`config.mk`:
```
export PLATFORM = sky130hd
export DESIGN_NAME = c13_mult_sequencer_flat
export DESIGN_NICKNAME = d
export VERILOG_FILES = /design/src/rtl/c13_mult_sequencer_if.sv /design/src/rtl/c13_mult_sequencer.sv /design/src/flat_wrapper.sv
export SDC_FILE = /design/constraint.sdc
export NUM_CORES = 1
export LEC_CHECK = 0
export ABC_CLOCK_PERIOD_IN_PS = 4600
export CORE_MARGIN = 5
export CORE_UTILIZATION = 55
export CTS_BUF_LIST = sky130_fd_sc_hd__clkbuf_16
export DETAILED_ROUTE_END_ITERATION = 10
export GPL_TIMING_DRIVEN = 0
export PLACE_DENSITY = 0.83
export SLEW_MARGIN = 25
export SYNTH_ARGS = -nofsm -noshare
export SYNTH_HDL_FRONTEND = slang
export SYNTH_SLANG_ARGS = --single-unit
```
`constraint.sdc`:
```
create_clock -name clk -period 4.6 [get_ports clk]
set_input_delay 0.46 -clock clk [delete_from_list [all_inputs] [get_ports clk]]
set_output_delay 0.46 -clock clk [all_outputs]
set_load 0.03 [all_outputs]
```
`src/rtl/c13_mult_sequencer_if.sv`:
```
// Operand/result handshake bundle for c13_mult_sequencer.
// RW must match the sequencer's result width (2*OPW, or ACC_W when C13_MAC_EN is defined).
interface c13_mult_sequencer_if #(
  parameter int unsigned OPW = 8,
  parameter int unsigned RW  = 16
);
  logic           in_valid;
  logic           in_ready;
  logic [OPW-1:0] a;
  logic [OPW-1:0] b;
  logic           acc_clr;
  logic           out_valid;
  logic           out_ready;
  logic [RW-1:0]  product;

  modport master (
    output in_valid, a, b, acc_clr, out_ready,
    input  in_ready, out_valid, product
  );

  modport slave (
    input  in_valid, a, b, acc_clr, out_ready,
    output in_ready, out_valid, product
  );
endinterface

```
`src/rtl/c13_mult_sequencer.sv`:
```
// Time-multiplexes an external 4x4 multiplier core to form an OPW x OPW product by nibble shift-add.
// Optional build macro C13_MAC_EN: accumulate successive products into an ACC_W-bit total.
module c13_mult_sequencer #(
  parameter int unsigned OPW   = 8,
  parameter int unsigned ACC_W = 24
) (
  input  logic                 clk,
  input  logic                 rst_n,
  c13_mult_sequencer_if.slave  bus,
  output logic [3:0]           pp_m,
  output logic [3:0]           pp_q,
  input  logic [7:0]           pp_p,
  output logic                 busy
);

`ifdef C13_MAC_EN
  localparam int unsigned RW = ACC_W;
`else
  localparam int unsigned RW = 2 * OPW;
`endif
  localparam int unsigned NW = OPW / 4;
  localparam int unsigned CW = (NW > 1) ? $clog2(NW) : 1;

  typedef enum logic [1:0] {
    IDLE = 2'd0,
    CALC = 2'd1,
    DONE = 2'd2
  } state_t;

  state_t         state, state_nxt;
  logic [OPW-1:0] a_lat, b_lat;
  logic [CW-1:0]  i_cnt, j_cnt;
  logic [RW-1:0]  acc, acc_sum, term, product_r;
  logic           accept, last;

  assign accept = bus.in_valid && (state == IDLE);
  assign last   = (i_cnt == CW'(NW - 1)) && (j_cnt == CW'(NW - 1));

  // Partial product weight is 4*(i+j) bits.
  assign term    = RW'(pp_p) << {({1'b0, i_cnt} + {1'b0, j_cnt}), 2'b00};
  assign acc_sum = acc + term;

  assign bus.in_ready  = (state == IDLE);
  assign bus.out_valid = (state == DONE);
  assign bus.product   = product_r;
  assign busy          = (state == CALC) || (state == DONE);

`ifndef C13_MAC_EN
  logic unused_acc_clr;
  assign unused_acc_clr = bus.acc_clr;
`endif

  always_ff @(posedge clk or negedge rst_n) begin
    if (!rst_n) state <= IDLE;
    else        state <= state_nxt;
  end

  always_comb begin
    state_nxt = state;
    pp_m      = '0;
    pp_q      = '0;
    case (state)
      IDLE: if (accept) state_nxt = CALC;
      CALC: begin
        pp_m = a_lat[{i_cnt, 2'b00} +: 4];
        pp_q = b_lat[{j_cnt, 2'b00} +: 4];
        if (last) state_nxt = DONE;
      end
      DONE: if (bus.out_ready) state_nxt = IDLE;
      default: state_nxt = IDLE;
    endcase
  end

  // product_r is loaded with the final sum on the last CALC edge so it equals acc in DONE
  // yet holds its value while the next operation accumulates.
  always_ff @(posedge clk or negedge rst_n) begin
    if (!rst_n) begin
      a_lat     <= '0;
      b_lat     <= '0;
      i_cnt     <= '0;
      j_cnt     <= '0;
      acc       <= '0;
      product_r <= '0;
    end else begin
      case (state)
        IDLE: begin
          if (accept) begin
            a_lat <= bus.a;
            b_lat <= bus.b;
            i_cnt <= '0;
            j_cnt <= '0;
`ifdef C13_MAC_EN
            if (bus.acc_clr) acc <= '0;
`else
            acc <= '0;
`endif
          end
        end
        CALC: begin
          acc <= acc_sum;
          if (i_cnt == CW'(NW - 1)) begin
            i_cnt <= '0;
            j_cnt <= j_cnt + 1'b1;
          end else begin
            i_cnt <= i_cnt + 1'b1;
          end
          if (last) product_r <= acc_sum;
        end
        default: ;
      endcase
    end
  end

endmodule

```
`src/flat_wrapper.sv`:
```
// flat-port wrapper written by rule: the top's interface ports become plain ports
module c13_mult_sequencer_flat 
#(
  parameter int unsigned OPW   = 8,
  parameter int unsigned ACC_W = 24
)
  (clk, rst_n, pp_m, pp_q, pp_p, busy, bus_in_valid, bus_a, bus_b, bus_acc_clr, bus_out_ready, bus_in_ready, bus_out_valid, bus_product);
  c13_mult_sequencer_if #(.OPW(OPW), .RW((2 * OPW))) bus_i ();
  input  logic clk;
  input  logic rst_n;
  output logic [3:0] pp_m;
  output logic [3:0] pp_q;
  input  logic [7:0] pp_p;
  output logic busy;
  input wire logic [$bits(bus_i.in_valid)-1:0] bus_in_valid;
  input wire logic [$bits(bus_i.a)-1:0] bus_a;
  input wire logic [$bits(bus_i.b)-1:0] bus_b;
  input wire logic [$bits(bus_i.acc_clr)-1:0] bus_acc_clr;
  input wire logic [$bits(bus_i.out_ready)-1:0] bus_out_ready;
  output wire logic [$bits(bus_i.in_ready)-1:0] bus_in_ready;
  output wire logic [$bits(bus_i.out_valid)-1:0] bus_out_valid;
  output wire logic [$bits(bus_i.product)-1:0] bus_product;
  assign bus_i.in_valid = bus_in_valid;
  assign bus_i.a = bus_a;
  assign bus_i.b = bus_b;
  assign bus_i.acc_clr = bus_acc_clr;
  assign bus_i.out_ready = bus_out_ready;
  assign bus_in_ready = bus_i.in_ready;
  assign bus_out_valid = bus_i.out_valid;
  assign bus_product = bus_i.product;
  c13_mult_sequencer #(.OPW(OPW), .ACC_W(ACC_W)) u_core (.clk(clk), .rst_n(rst_n), .bus(bus_i), .pp_m(pp_m), .pp_q(pp_q), .pp_p(pp_p), .busy(busy));
endmodule
```
== Word level (Yosys, flattened, before mapping) ==
Cells that the tools add are included.

* Flip-flop bits (word level): 52
* Input port bits: 29
* Output and inout port bits: 27
* Logic and storage cells: 43

* Add/subtract/negate cells: 4
* Eq/ne operators: 6
* Shift-type cells: 3
* Mux-type cells: 13
* Reductions and logical operators: 10

{| class="wikitable"
|+ Operators with widths
! operator !! count
|-
| 16-bit one-hot mux with 2 select lines || 1
|-
| 16-bit adder || 1
|-
| 16-bit 2-to-1 mux || 1
|-
| 8-bit by 4-bit indexed part select with 4-bit output || 2
|-
| 8-bit by 4-bit << shifter with 16-bit output || 1
|-
| 4-bit 2-to-1 mux || 2
|-
| 2-bit 2-to-1 mux || 3
|-
| 2-bit by 1-bit inequality test with 1-bit output, second input constant || 3
|-
| 2-bit one-hot mux with 3 select lines || 1
|-
| 2-bit AND reduction || 3
|-
| 3-bit AND reduction || 2
|-
| 1-bit one-hot mux with 2 select lines || 2
|-
| 1-bit 2-to-1 mux || 3
|-
| 1-bit adder, second input constant || 2
|-
| 1-bit by 1-bit adder with 2-bit output || 1
|-
| 2-bit by 1-bit == test with 1-bit output, second input constant || 1
|-
| 2-bit == test, second input constant || 1
|-
| 1-bit logical AND || 2
|-
| 2-bit zero test || 1
|-
| 2-bit inequality test, second input constant || 1
|-
| 2-bit nonzero test || 1
|-
| 1-bit logical OR || 1
|}

== Depth between registers and ports, before layout ==
Gate-level depths: netlist of the first run.

* Depth in word-level cells: 4
* Mapped depth: 13
* Mapped depth without buffers: 11

== Least setup slack after synthesis of the first run ==
No wires, ideal clock.

* Kind: reg2reg
* Start: register u_core.j_cnt
* End: register u_core.product_r[8], in the netlist u_core.bus.product[8]
* Library setup time: 125 ps
* Arrival time: 2,743 ps
* Required time: 4,475 ps
* Slack: 1,732 ps
* Stages on the path, launching flop included: 13
* Path buffers: 1
* Period minus slack after synthesis: 2,868 ps
* Path through: dfrtp_1 -> ha_1 -> buf_2 -> nor2_1 -> and2_1 -> ha_1 -> fa_1 -> a21o_1 -> a221oi_2 -> or2_2 -> nand2_1 -> xor2_1 -> mux2_2

* Word-level cells in the longest chain between the ends: 3
* Elaborated cells between the ends (all ways): 5
* Classes of those cells: add/sub: 2; shift: 1; reduce/logical: 2

{| class="wikitable"
|+ RTL lines
! element !! line !! source
|-
| start, declared || c13_mult_sequencer.sv:32 || <nowiki>logic [CW-1:0] i_cnt, j_cnt;</nowiki>
|-
| start signal, assigned || c13_mult_sequencer.sv:103 || <nowiki>j_cnt <= j_cnt + 1'b1;</nowiki>
|-
| 1-bit by 1-bit adder with 2-bit output || c13_mult_sequencer.sv:40 || <nowiki>assign term = RW'(pp_p) << {({1'b0, i_cnt} + {1'b0, j_cnt}), 2'b00};</nowiki>
|-
| 8-bit by 4-bit << shifter with 16-bit output || c13_mult_sequencer.sv:40 ||
|-
| 16-bit adder || c13_mult_sequencer.sv:41 || <nowiki>assign acc_sum = acc + term;</nowiki>
|-
| end signal, assigned || c13_mult_sequencer.sv:107 || <nowiki>if (last) product_r <= acc_sum;</nowiki>
|-
| end, declared || c13_mult_sequencer.sv:33 || <nowiki>logic [RW-1:0] acc, acc_sum, term, product_r;</nowiki>
|}

Parallel ways exist; a longest one is shown, timed or not.
A chain may end at the register's enable or synchronous reset.

== Final worst setup path of the first run ==
* Start: register u_core.j_cnt
* End: register u_core.acc[15]

* Word-level cells in the longest chain between the ends: 4

{| class="wikitable"
|+ RTL lines
! element !! line !! source
|-
| 1-bit by 1-bit adder with 2-bit output || c13_mult_sequencer.sv:40 ||
|-
| 8-bit by 4-bit << shifter with 16-bit output || c13_mult_sequencer.sv:40 ||
|-
| 16-bit adder || c13_mult_sequencer.sv:41 ||
|-
| 16-bit one-hot mux with 2 select lines || c13_mult_sequencer.sv:85 || <nowiki>case (state)</nowiki>
|-
| end signal, assigned || c13_mult_sequencer.sv:100 || <nowiki>acc <= acc_sum;</nowiki>
|-
| end, declared || c13_mult_sequencer.sv:33 ||
|}

No other way between the ends.

==> results of run 1 <==
==> placed cells by master, fill, tap and decap left out, types with 2 or more instances in the layout <==
| cell type | n |
|---|---|
| sky130_fd_sc_hd__nand3_1 | 4 |
| sky130_fd_sc_hd__nand2_1 | 31 |
| sky130_fd_sc_hd__mux2_2 | 26 |
| sky130_fd_sc_hd__a31oi_1 | 2 |
| sky130_fd_sc_hd__clkbuf_1 | 8 |
| sky130_fd_sc_hd__ha_1 | 19 |
| sky130_fd_sc_hd__o211ai_1 | 2 |
| sky130_fd_sc_hd__o21a_1 | 2 |
| sky130_fd_sc_hd__a21o_1 | 4 |
| sky130_fd_sc_hd__inv_1 | 8 |
| sky130_fd_sc_hd__buf_2 | 3 |
| sky130_fd_sc_hd__nand2b_1 | 4 |
| sky130_fd_sc_hd__a221oi_2 | 2 |
| sky130_fd_sc_hd__o21ai_1 | 4 |
| sky130_fd_sc_hd__a211oi_1 | 3 |
| sky130_fd_sc_hd__clkbuf_16 | 5 |
| sky130_fd_sc_hd__xnor2_1 | 10 |
| sky130_fd_sc_hd__a21oi_1 | 14 |
| sky130_fd_sc_hd__dfrtp_1 | 52 |
| sky130_fd_sc_hd__and2_1 | 6 |
| sky130_fd_sc_hd__nor2_1 | 15 |
| sky130_fd_sc_hd__o21ai_0 | 12 |
| sky130_fd_sc_hd__a22o_1 | 16 |
| sky130_fd_sc_hd__mux2i_1 | 13 |
| sky130_fd_sc_hd__nor2b_1 | 9 |
| sky130_fd_sc_hd__clkdlybuf4s50_1 | 53 |
| sky130_fd_sc_hd__xor2_1 | 3 |
==> final timing paths <==
check / from / endpoint / slack, ns / depth (start not counted)
max: u_core.j_cnt$_DFFE_PN0P_ / u_core.acc[15]$_DFFE_PN0P_ / 1.40 / 12
min: rst_n / u_core.acc[4]$_DFFE_PN0P_ / 0.19 / 1
max reg2reg: u_core.j_cnt$_DFFE_PN0P_ / u_core.acc[15]$_DFFE_PN0P_ / 1.40 / 12
min reg2reg: u_core.bus.product[10]$_DFFE_PN0P_ / u_core.bus.product[10]$_DFFE_PN0P_ / 0.48 / 2
max in group asynchronous: rst_n / u_core.bus.product[15]$_DFFE_PN0P_ / 3.97 / 1
min in group clk: u_core.bus.product[10]$_DFFE_PN0P_ / u_core.bus.product[10]$_DFFE_PN0P_ / 0.48 / 2
==> layout make-up <==
class / instances / area, µm² / area share, %
multi-input combinational: 220 / 1690 / 43.9
timing repair buffer: 54 / 538 / 14.0
tap: 72 / 90.1 / 2.34
sequential: 52 / 1300 / 33.9
buffer: 12 / 56.3 / 1.46
clock buffer: 5 / 125 / 3.26
clock inverter: 3 / 20.0 / 0.521
inverter: 7 / 26.3 / 0.684
==> cells in the mapped netlist, types with 2 or more instances <==
cell	count	area share, %
sky130_fd_sc_hd__o211ai_1	2	0.49
sky130_fd_sc_hd__dfrtp_1	52	42
sky130_fd_sc_hd__nand2b_1	4	0.81
sky130_fd_sc_hd__o21ai_1	4	0.65
sky130_fd_sc_hd__nand3_1	4	0.65
sky130_fd_sc_hd__mux2i_1	13	4.2
sky130_fd_sc_hd__nor2b_1	9	1.8
sky130_fd_sc_hd__a31oi_1	2	0.41
sky130_fd_sc_hd__clkbuf_1	8	0.98
sky130_fd_sc_hd__a21oi_1	14	2.3
sky130_fd_sc_hd__nor2_1	15	1.8
sky130_fd_sc_hd__a21o_1	4	0.98
sky130_fd_sc_hd__o21a_1	2	0.49
sky130_fd_sc_hd__xor2_1	3	0.86
sky130_fd_sc_hd__a221oi_2	2	0.98
sky130_fd_sc_hd__a22o_1	16	4.6
sky130_fd_sc_hd__xnor2_1	10	2.9
sky130_fd_sc_hd__o21ai_0	12	2.0
sky130_fd_sc_hd__inv_1	7	0.86
sky130_fd_sc_hd__buf_2	3	0.49
sky130_fd_sc_hd__nand2_1	31	3.8
sky130_fd_sc_hd__ha_1	19	7.7
sky130_fd_sc_hd__and2_1	6	1.2
sky130_fd_sc_hd__mux2_2	26	9.5
sky130_fd_sc_hd__a211oi_1	3	0.73
==> state kept, by name, indices dropped and copies added (netlist names) <==
name and count:
u_core.state 2, u_core.b_lat 8, u_core.i_cnt 1, u_core.j_cnt 1
u_core.acc 16, u_core.bus.product 16, u_core.a_lat 8
==> metal layers <==
layer,vias up,part of all wire [%],track usage [%]
li1,1157,-,-
met1,1148,42,24.1
met4,0,1.9,5.47
met5,-,0,0
met2,75,49,36.7
met3,13,6.8,4.42
==> power breakdown <==
group          switching (W)  leakage [nW]  internal [W]
Combinational       0.000999          1.02      0.000767
Sequential          0.000106         0.652      0.000655
Clock               0.000168        0.0712      0.000201
Total                0.00127          1.75       0.00162
==> cells by family after synthesis <==
group | count (synthesis)
compound gates | 69
xor+xnor | 14
fa+ha+maj | 20
buf+inv | 19
flops | 52
mux | 39
simple gates | 78
==> through the flow <==
step	hold WS, ns	area (µm²)	util (%)	power, W	worst slack, ns
after floorplan	0.164	3070	-	0.00201	1.73
after global placement	0.458	3700	67.6	0.00249	1.46
after detailed placement	0.471	3700	67.6	0.00252	1.45
after CTS	0.224	3840	70.2	0.00291	1.40
after global routing	0.268	3840	70.2	0.00311	1.11
final	0.192	3840	70.2	0.00290	1.40
==> critical path, cell delays in order, from the launching register on <==
cell	delay, ns
sky130_fd_sc_hd__dfrtp_1	0.35
sky130_fd_sc_hd__ha_1	0.15
sky130_fd_sc_hd__clkbuf_1	0.33
sky130_fd_sc_hd__inv_1	0.20
sky130_fd_sc_hd__nor2_1	0.28
sky130_fd_sc_hd__a22o_1	0.22
sky130_fd_sc_hd__ha_1	0.29
sky130_fd_sc_hd__a21oi_1	0.22
sky130_fd_sc_hd__o21ai_1	0.12
sky130_fd_sc_hd__a221oi_2	0.30
sky130_fd_sc_hd__a21oi_1	0.13
sky130_fd_sc_hd__or4_1	0.47
sky130_fd_sc_hd__nand3_1	0.09
==> impl_metrics.sql, run 1 <==
INSERT INTO impl_metrics (metric_group, metric, value, unit) VALUES
('cells_and_area', 'layout-area-overhead-vs-synth', '25.2', '%'),
('cts', 'cts_root_buffer', 'sky130_fd_sc_hd__clkbuf_16', ''),
('routing', 'antenna_left', '0', ''),
('synthesis', 'synth-simple-area-share', '12.1', '%'),
('placed_design', 'numPlacedInstances', '417', ''),
('cts', 'cts-buffers-inserted', '5', ''),
('synthesis', 'synth_top_family_by_area', 'compound AO/OA/AOI/OAI gates', ''),
('global_route', 'via_count_of_the_first_global_routing_pass', '2569', ''),
('global_route', 'grt_antenna_before_repair', '0', ''),
('pwr', 'vdd_drop_max', '499', 'µV'),
('routing', 'routed_via_density', '5.63', ''),
('pwr', 'power.density', '754', 'nW/µm²'),
('run', 'max_cap_violations', '0', ''),
('synthesis', 'post_synth_inst_count', '291', ''),
('floorplanning', 'fp-row-count', '27', ''),
('sta', 'maxSlewHeadroom', '45.5', '%'),
('synthesis', 'synthesized_netlist_net_count', '340', ''),
('worst_setup_path', 'crit_path_start_kind', 'flop', ''),
('worst_setup_path', 'critical_path.max_fanout', '10', ''),
('synthesis', 'synth_compound_gate_area_share', '16.2', '%'),
('cells_and_area', 'final_layout_size_suffix_gt1_share', '13.0', '%'),
('synthesis', 'synth_edf_count', '0', ''),
('cts', 'cts_tree', 'yes', ''),
('floorplanning', 'die_height', '84.7', 'µm'),
('synthesis', 'synth_top_flop_cell', 'sky130_fd_sc_hd__dfrtp_1', ''),
('cts', 'clock-sinks', '52', ''),
('cts', 'resized_cells_post_cts', '0', ''),
('sta', 'finalCritPeriodShare', '69.6', '%'),
('cts', 'ctsHoldBuffers', '0', ''),
('synthesis', 'async_flop_share', '100', '%'),
('floorplanning', 'die_x', '84.7', 'µm'),
('routing', 'firstDrtPassIters', '4', ''),
('pwr', 'power.static_leakage', '1.75', 'nW'),
('synthesis', 'synthesis.area', '3070', 'µm²'),
('synthesis', 'synth_fa_ha_area_share', '8.39', '%'),
('sta', 'max_slew.worst_pin.slew', '0.812', 'ns'),
('synthesis', 'mux_contribution_to_synthesized_area', '13.8', '%'),
('worst_setup_path', 'endpoint_kind', 'flop', ''),
('routing', 'routed-via-count', '2393', ''),
('cts', 'clockBufferDepth', '2', ''),
('worst_setup_path', 'worst-endpoint-required', '4.82', 'ns'),
('global_route', 'maximum_number_of_pins_on_one_net_before_global_route_repair', '53', ''),
('synthesis', 'ys_warn_count', '0', ''),
('sta', 'setup-tns-final', '0', 'ns'),
('synthesis', 'post_synth_xor_area_fraction', '4.44', '%'),
('routing', 'route.detailed.wl_per_inst', '16.1', 'µm'),
('cells_and_area', 'layoutNonFillerInstCount', '425', ''),
('floorplanning', 'fp.dieArea', '7180', 'µm²'),
('hold_path', 'min-delay-path-class', 'input pin to async pin', ''),
('placed_design', 'finalWeightedCongestion', '0.854', ''),
('cells_and_area', 'nets', '401', ''),
('floorplanning', 'standard_cell_core_area', '5470', 'µm²'),
('cts', 'postCtsSetupBuffers', '0', ''),
('synthesis', 'synth-seq-cells', '52', ''),
('worst_setup_path', 'worstSetupPathType', 'flop to flop', ''),
('synthesis', 'unique_cell_type_count_in_the_yosys_netlist', '45', ''),
('cts', 'h_tree_level_count', '2', ''),
('sta', 'fin_crit', '3.20', 'ns'),
('routing', 'post-route-drc-count', '0', ''),
('cells_and_area', 'n_fill_cell', '445', ''),
('synthesis', 'synth_area_per_cell', '10.6', 'µm²'),
('cells_and_area', 'antennaDiodeCount', '0', ''),
('routing', 'drt-total-wl', '6830', 'µm'),
('cts', 'clkLatencyLatePin', '0.29', 'ns'),
('sta', 'final.setup_skew', '0.00843', 'ns'),
('cts', 'clock_transition_at_the_register_clock_pins_on_the_worst_setup_and_hold_paths_after_cts', '0.07', 'ns'),
('synthesis', 'synth.yosys.seq_area_share', '42.4', '%'),
('sta', 'report.final.hold_viol_count', '0', ''),
('sta', 'achievable-frequency', '312', 'MHz'),
('worst_setup_path', 'worst_ep_arrival_time', '3.43', 'ns'),
('global_route', 'globalRoute.totalOverflow', '0', ''),
('floorplanning', 'floorplan.io_pins', '56', ''),
('placed_design', 'io_buffers', '54', ''),
('global_route', 'global_route.usage.total', '20.2', '%'),
('status', 'outcome', 'complete, no violations', ''),
('routing', 'drc_violation_total_after_the_first_tritonroute_iteration', '93', ''),
('global_route', 'wire_length_of_the_first_global_routing_pass', '11700', 'µm'),
('floorplanning', 'start_util', '56.1', '%'),
('placed_design', 'dp.final_hpwl', '5270', 'µm'),
('sta', 'setup_violations', '0', ''),
('sta', 'rsz0062_at_grt', 'no', ''),
('sta', 'finalMaxSlewViolations', '0', '');
Power figures use the tool's default switching activity.
==> run 2, diff against run 1 <==
--- a/config.mk
+++ b/config.mk
@@ -5,13 +5,13 @@
 export SDC_FILE = /design/constraint.sdc
 export NUM_CORES = 1
 export LEC_CHECK = 0
-export ABC_CLOCK_PERIOD_IN_PS = 4600
+export ABC_CLOCK_PERIOD_IN_PS = 3360
 export CORE_MARGIN = 5
-export CORE_UTILIZATION = 55
+export CORE_UTILIZATION = 53
 export CTS_BUF_LIST = sky130_fd_sc_hd__clkbuf_16
 export DETAILED_ROUTE_END_ITERATION = 10
 export GPL_TIMING_DRIVEN = 0
-export PLACE_DENSITY = 0.83
+export PLACE_DENSITY = 0.81
 export SLEW_MARGIN = 25
 export SYNTH_ARGS = -nofsm -noshare
 export SYNTH_HDL_FRONTEND = slang
==> constraint.sdc (replaced) <==
create_clock -name clk -period 3.36 [get_ports clk]
set_input_delay 0.336 -clock clk [delete_from_list [all_inputs] [get_ports clk]]
set_output_delay 0.336 -clock clk [all_outputs]
set_load 0.03 [all_outputs]
==> run 2 against run 1 <==
Against the previous run:
- global-route usage decreased by 0.61 points
- sequential cell count unchanged
- setup slack got worse by 1.2 ns
- critical path depth unchanged
- sequential share of layout area decreased by 0.055 points
- clock skew decreased by 0.00059 ns
- via count decreased by 1.0%
==> impl_metrics.sql, run 2 (synthesis gave the netlist of run 1 again) <==
INSERT INTO impl_metrics (metric_group, metric, value, unit) VALUES
('status', 'outcome', 'complete, no violations', ''),
('cells_and_area', 'final_layout_size_suffix_gt1_share', '13.4', '%'),
('worst_setup_path', 'timing.reg2reg.setup_slack', '0.19', 'ns'),
('worst_setup_path', 'critical_path.max_fanout', '7', ''),
('global_route', 'via_count_of_the_first_global_routing_pass', '2436', ''),
('placed_design', 'numPlacedInstances', '417', ''),
('worst_setup_path', 'worstSetupPathType', 'flop to flop', ''),
('sta', 'setup-tns-final', '0', 'ns'),
('cells_and_area', 'final_common_cell', 'sky130_fd_sc_hd__clkdlybuf4s50_1', ''),
('sta', 'worst_hold_slack', '0.0641', 'ns'),
('sta', 'post-route-worst-setup-slack', '0.191', 'ns'),
('placed_design', 'dp.final_hpwl', '5220', 'µm'),
('cts', 'clock_transition_at_the_register_clock_pins_on_the_worst_setup_and_hold_paths_after_cts', '0.07', 'ns'),
('global_route', 'met2_usage', '34.0', '%'),
('cells_and_area', 'layout-area-overhead-vs-synth', '25.4', '%'),
('pwr', 'vdd_drop_max', '713', 'µV'),
('worst_setup_path', 'endpoint_kind', 'flop', ''),
('run', 'max_cap_violations', '0', ''),
('global_route', 'grt_antenna_before_repair', '0', ''),
('cells_and_area', 'nets', '400', ''),
('pwr', 'power.density', '1040', 'nW/µm²'),
('cts', 'clockBufferDepth', '2', ''),
('sta', 'report.final.hold_viol_count', '0', ''),
('routing', 'firstDrtPassIters', '4', ''),
('worst_setup_path', 'worst-endpoint-required', '3.54', 'ns'),
('cts', 'ctsHoldBuffers', '0', ''),
('placed_design', 'finalWeightedCongestion', '0.911', ''),
('worst_setup_path', 'rr_endpoint', 'u_core.bus.product[8]$_DFFE_PN0P_', ''),
('cells_and_area', 'layoutNonFillerInstCount', '423', ''),
('sta', 'max_slew.worst_pin.slew', '0.814', 'ns'),
('worst_setup_path', 'crit_path_start_kind', 'flop', ''),
('floorplanning', 'standard_cell_core_area', '5570', 'µm²'),
('global_route', 'met1_usage', '25.1', '%'),
('worst_setup_path', 'cpPeakStageDelay', '0.42', 'ns'),
('pwr', 'power.static_leakage', '1.74', 'nW'),
('floorplanning', 'fp-row-count', '27', ''),
('floorplanning', 'die_x', '86.1', 'µm'),
('routing', 'drc_violation_total_after_the_first_tritonroute_iteration', '186', ''),
('worst_setup_path', 'r2r.worst_path.cells', '12', ''),
('routing', 'routed_via_density', '5.60', ''),
('global_route', 'globalRoute.totalOverflow', '0', ''),
('sta', 'rsz0062_at_grt', 'no', ''),
('hold_path', 'min-delay-path-class', 'input pin to async pin', ''),
('worst_setup_path', 'worst_ep_arrival_time', '3.35', 'ns'),
('cells_and_area', 'antennaDiodeCount', '0', ''),
('floorplanning', 'floorplan.io_pins', '56', ''),
('placed_design', 'io_buffers', '54', ''),
('cts', 'cts_root_buffer', 'sky130_fd_sc_hd__clkbuf_16', ''),
('global_route', 'grt.busiest_layer', 'met2', ''),
('worst_setup_path', 'timing.critical_path.max_delay_family', 'adder cells', ''),
('global_route', 'met3_usage', '4.32', '%'),
('floorplanning', 'die_height', '86.1', 'µm'),
('floorplanning', 'fp.dieArea', '7420', 'µm²'),
('cells_and_area', 'most-common-layout-cells', 'sky130_fd_sc_hd__clkdlybuf4s50_1, sky130_fd_sc_hd__dfrtp_1, sky130_fd_sc_hd__nand2_1', ''),
('worst_setup_path', 'worst_setup_path_startpoint', 'u_core.j_cnt$_DFFE_PN0P_', ''),
('routing', 'routed-via-count', '2369', ''),
('cts', 'cts_tree', 'yes', ''),
('pwr', 'total_power', '0.00400', 'W'),
('routing', 'drt-total-wl', '6880', 'µm'),
('sta', 'finalMaxSlewViolations', '0', ''),
('sta', 'finalCritPeriodShare', '94.3', '%'),
('worst_setup_path', 'critical_path.n_buffers_inverters', '1', ''),
('routing', 'antenna_left', '0', ''),
('cts', 'clock-sinks', '52', ''),
('sta', 'setup_violations', '0', ''),
('worst_setup_path', 'worst_path_max_delay_cell', 'sky130_fd_sc_hd__fa_1', ''),
('global_route', 'global_route.usage.total', '19.6', '%'),
('worst_setup_path', 'regToRegStartpoint', 'u_core.j_cnt$_DFFE_PN0P_', ''),
('global_route', 'maximum_number_of_pins_on_one_net_before_global_route_repair', '53', ''),
('cts', 'cts-buffers-inserted', '5', ''),
('routing', 'route.detailed.wl_per_inst', '16.3', 'µm'),
('floorplanning', 'start_util', '55.1', '%'),
('routing', 'post-route-drc-count', '0', ''),
('cells_and_area', 'n_fill_cell', '445', ''),
('cts', 'clkLatencyLatePin', '0.29', 'ns'),
('sta', 'achievable-frequency', '316', 'MHz'),
('global_route', 'wire_length_of_the_first_global_routing_pass', '11600', 'µm'),
('sta', 'fin_crit', '3.17', 'ns'),
('sta', 'final.setup_skew', '0.00783', 'ns'),
('placed_design', 'dp_worst_setup_slack', '0.146', 'ns'),
('sta', 'maxSlewHeadroom', '45.3', '%'),
('worst_setup_path', 'critical_path.cell_chain', 'ha_2 -> buf_2 -> nor2_1 -> and2_1 -> ha_1 -> fa_1 -> a21o_1 -> a221oi_4 -> or2_2 -> nand2_1 -> xor2_1 -> mux2_2', ''),
('cts', 'h_tree_level_count', '2', '');
run 2: cell types whose count changed in the layout (fill, tap and decap cells not counted), sizes merged:
cell / change
clkbuf: -1
clkinv: -1
run 2: worst register-to-register path, delay by kind of cell (launching register included):
family	cells	cell delay, ns
AO/OA/AOI/OAI	2	0.52
XOR/XNOR	1	0.18
adder cells (fa/ha/maj)	3	0.96
buffers and inverters	1	0.19
flip-flops	1	0.39
multiplexers	1	0.28
AND/OR/NAND/NOR	4	0.53
run 2: how the worst max path moves through the flow:
stage | to | slack, ns | cells past startpoint
5_1_grt | u_core.acc[15]$_DFFE_PN0P_ | 0.03 | 11
3_3_place_gp | u_core.bus.product[8]$_DFFE_PN0P_ | 0.18 | 12
2_1_floorplan | u_core.bus.product[8]$_DFFE_PN0P_ | 0.49 | 12
4_1_cts | u_core.acc[15]$_DFFE_PN0P_ | 0.08 | 12
3_5_place_dp | u_core.acc[15]$_DFFE_PN0P_ | 0.15 | 12
6_report | u_core.bus.product[8]$_DFFE_PN0P_ | 0.19 | 12
run 2: area by class of cell:
class                   count  area (µm²)  share of cell area, %
well taps                  72        90.1                   2.34
inverters                   7        26.3                  0.682
plain buffers              11        52.6                   1.36
clock inverters             2        16.3                  0.422
repair buffers             54         538                   14.0
multi-input cells         220        1700                   44.2
flip-flops and latches     52        1300                   33.8
clock buffers               5         125                   3.25
run 2: repair_timing:
action,CTS,global route
setup endpoints to repair,0,6
setup buffers,0,0
resized for setup,0,2
run 2: routing by layer:
layer  wire, µm  share of wire [%]
met1       2960                 43
met2       3340                 49
met3        469                6.8
met4        102                1.5
met5          0                  0
run 2: where the power goes:
group | switching, W | total (W) | internal, W
logic | 0.00140 | 0.00246 | 0.00106
registers | 0.000140 | 0.00104 | 0.000897
clock network | 0.000228 | 0.000503 | 0.000275
total | 0.00177 | 0.00400 | 0.00224
run 2: stage by stage:
stage | instance area (µm²) | util [%]
after floorplan | 3070 | -
after global placement | 3700 | 66.4
after detailed placement | 3700 | 66.4
after CTS | 3840 | 68.9
after global routing | 3850 | 69.1
final | 3850 | 69.1
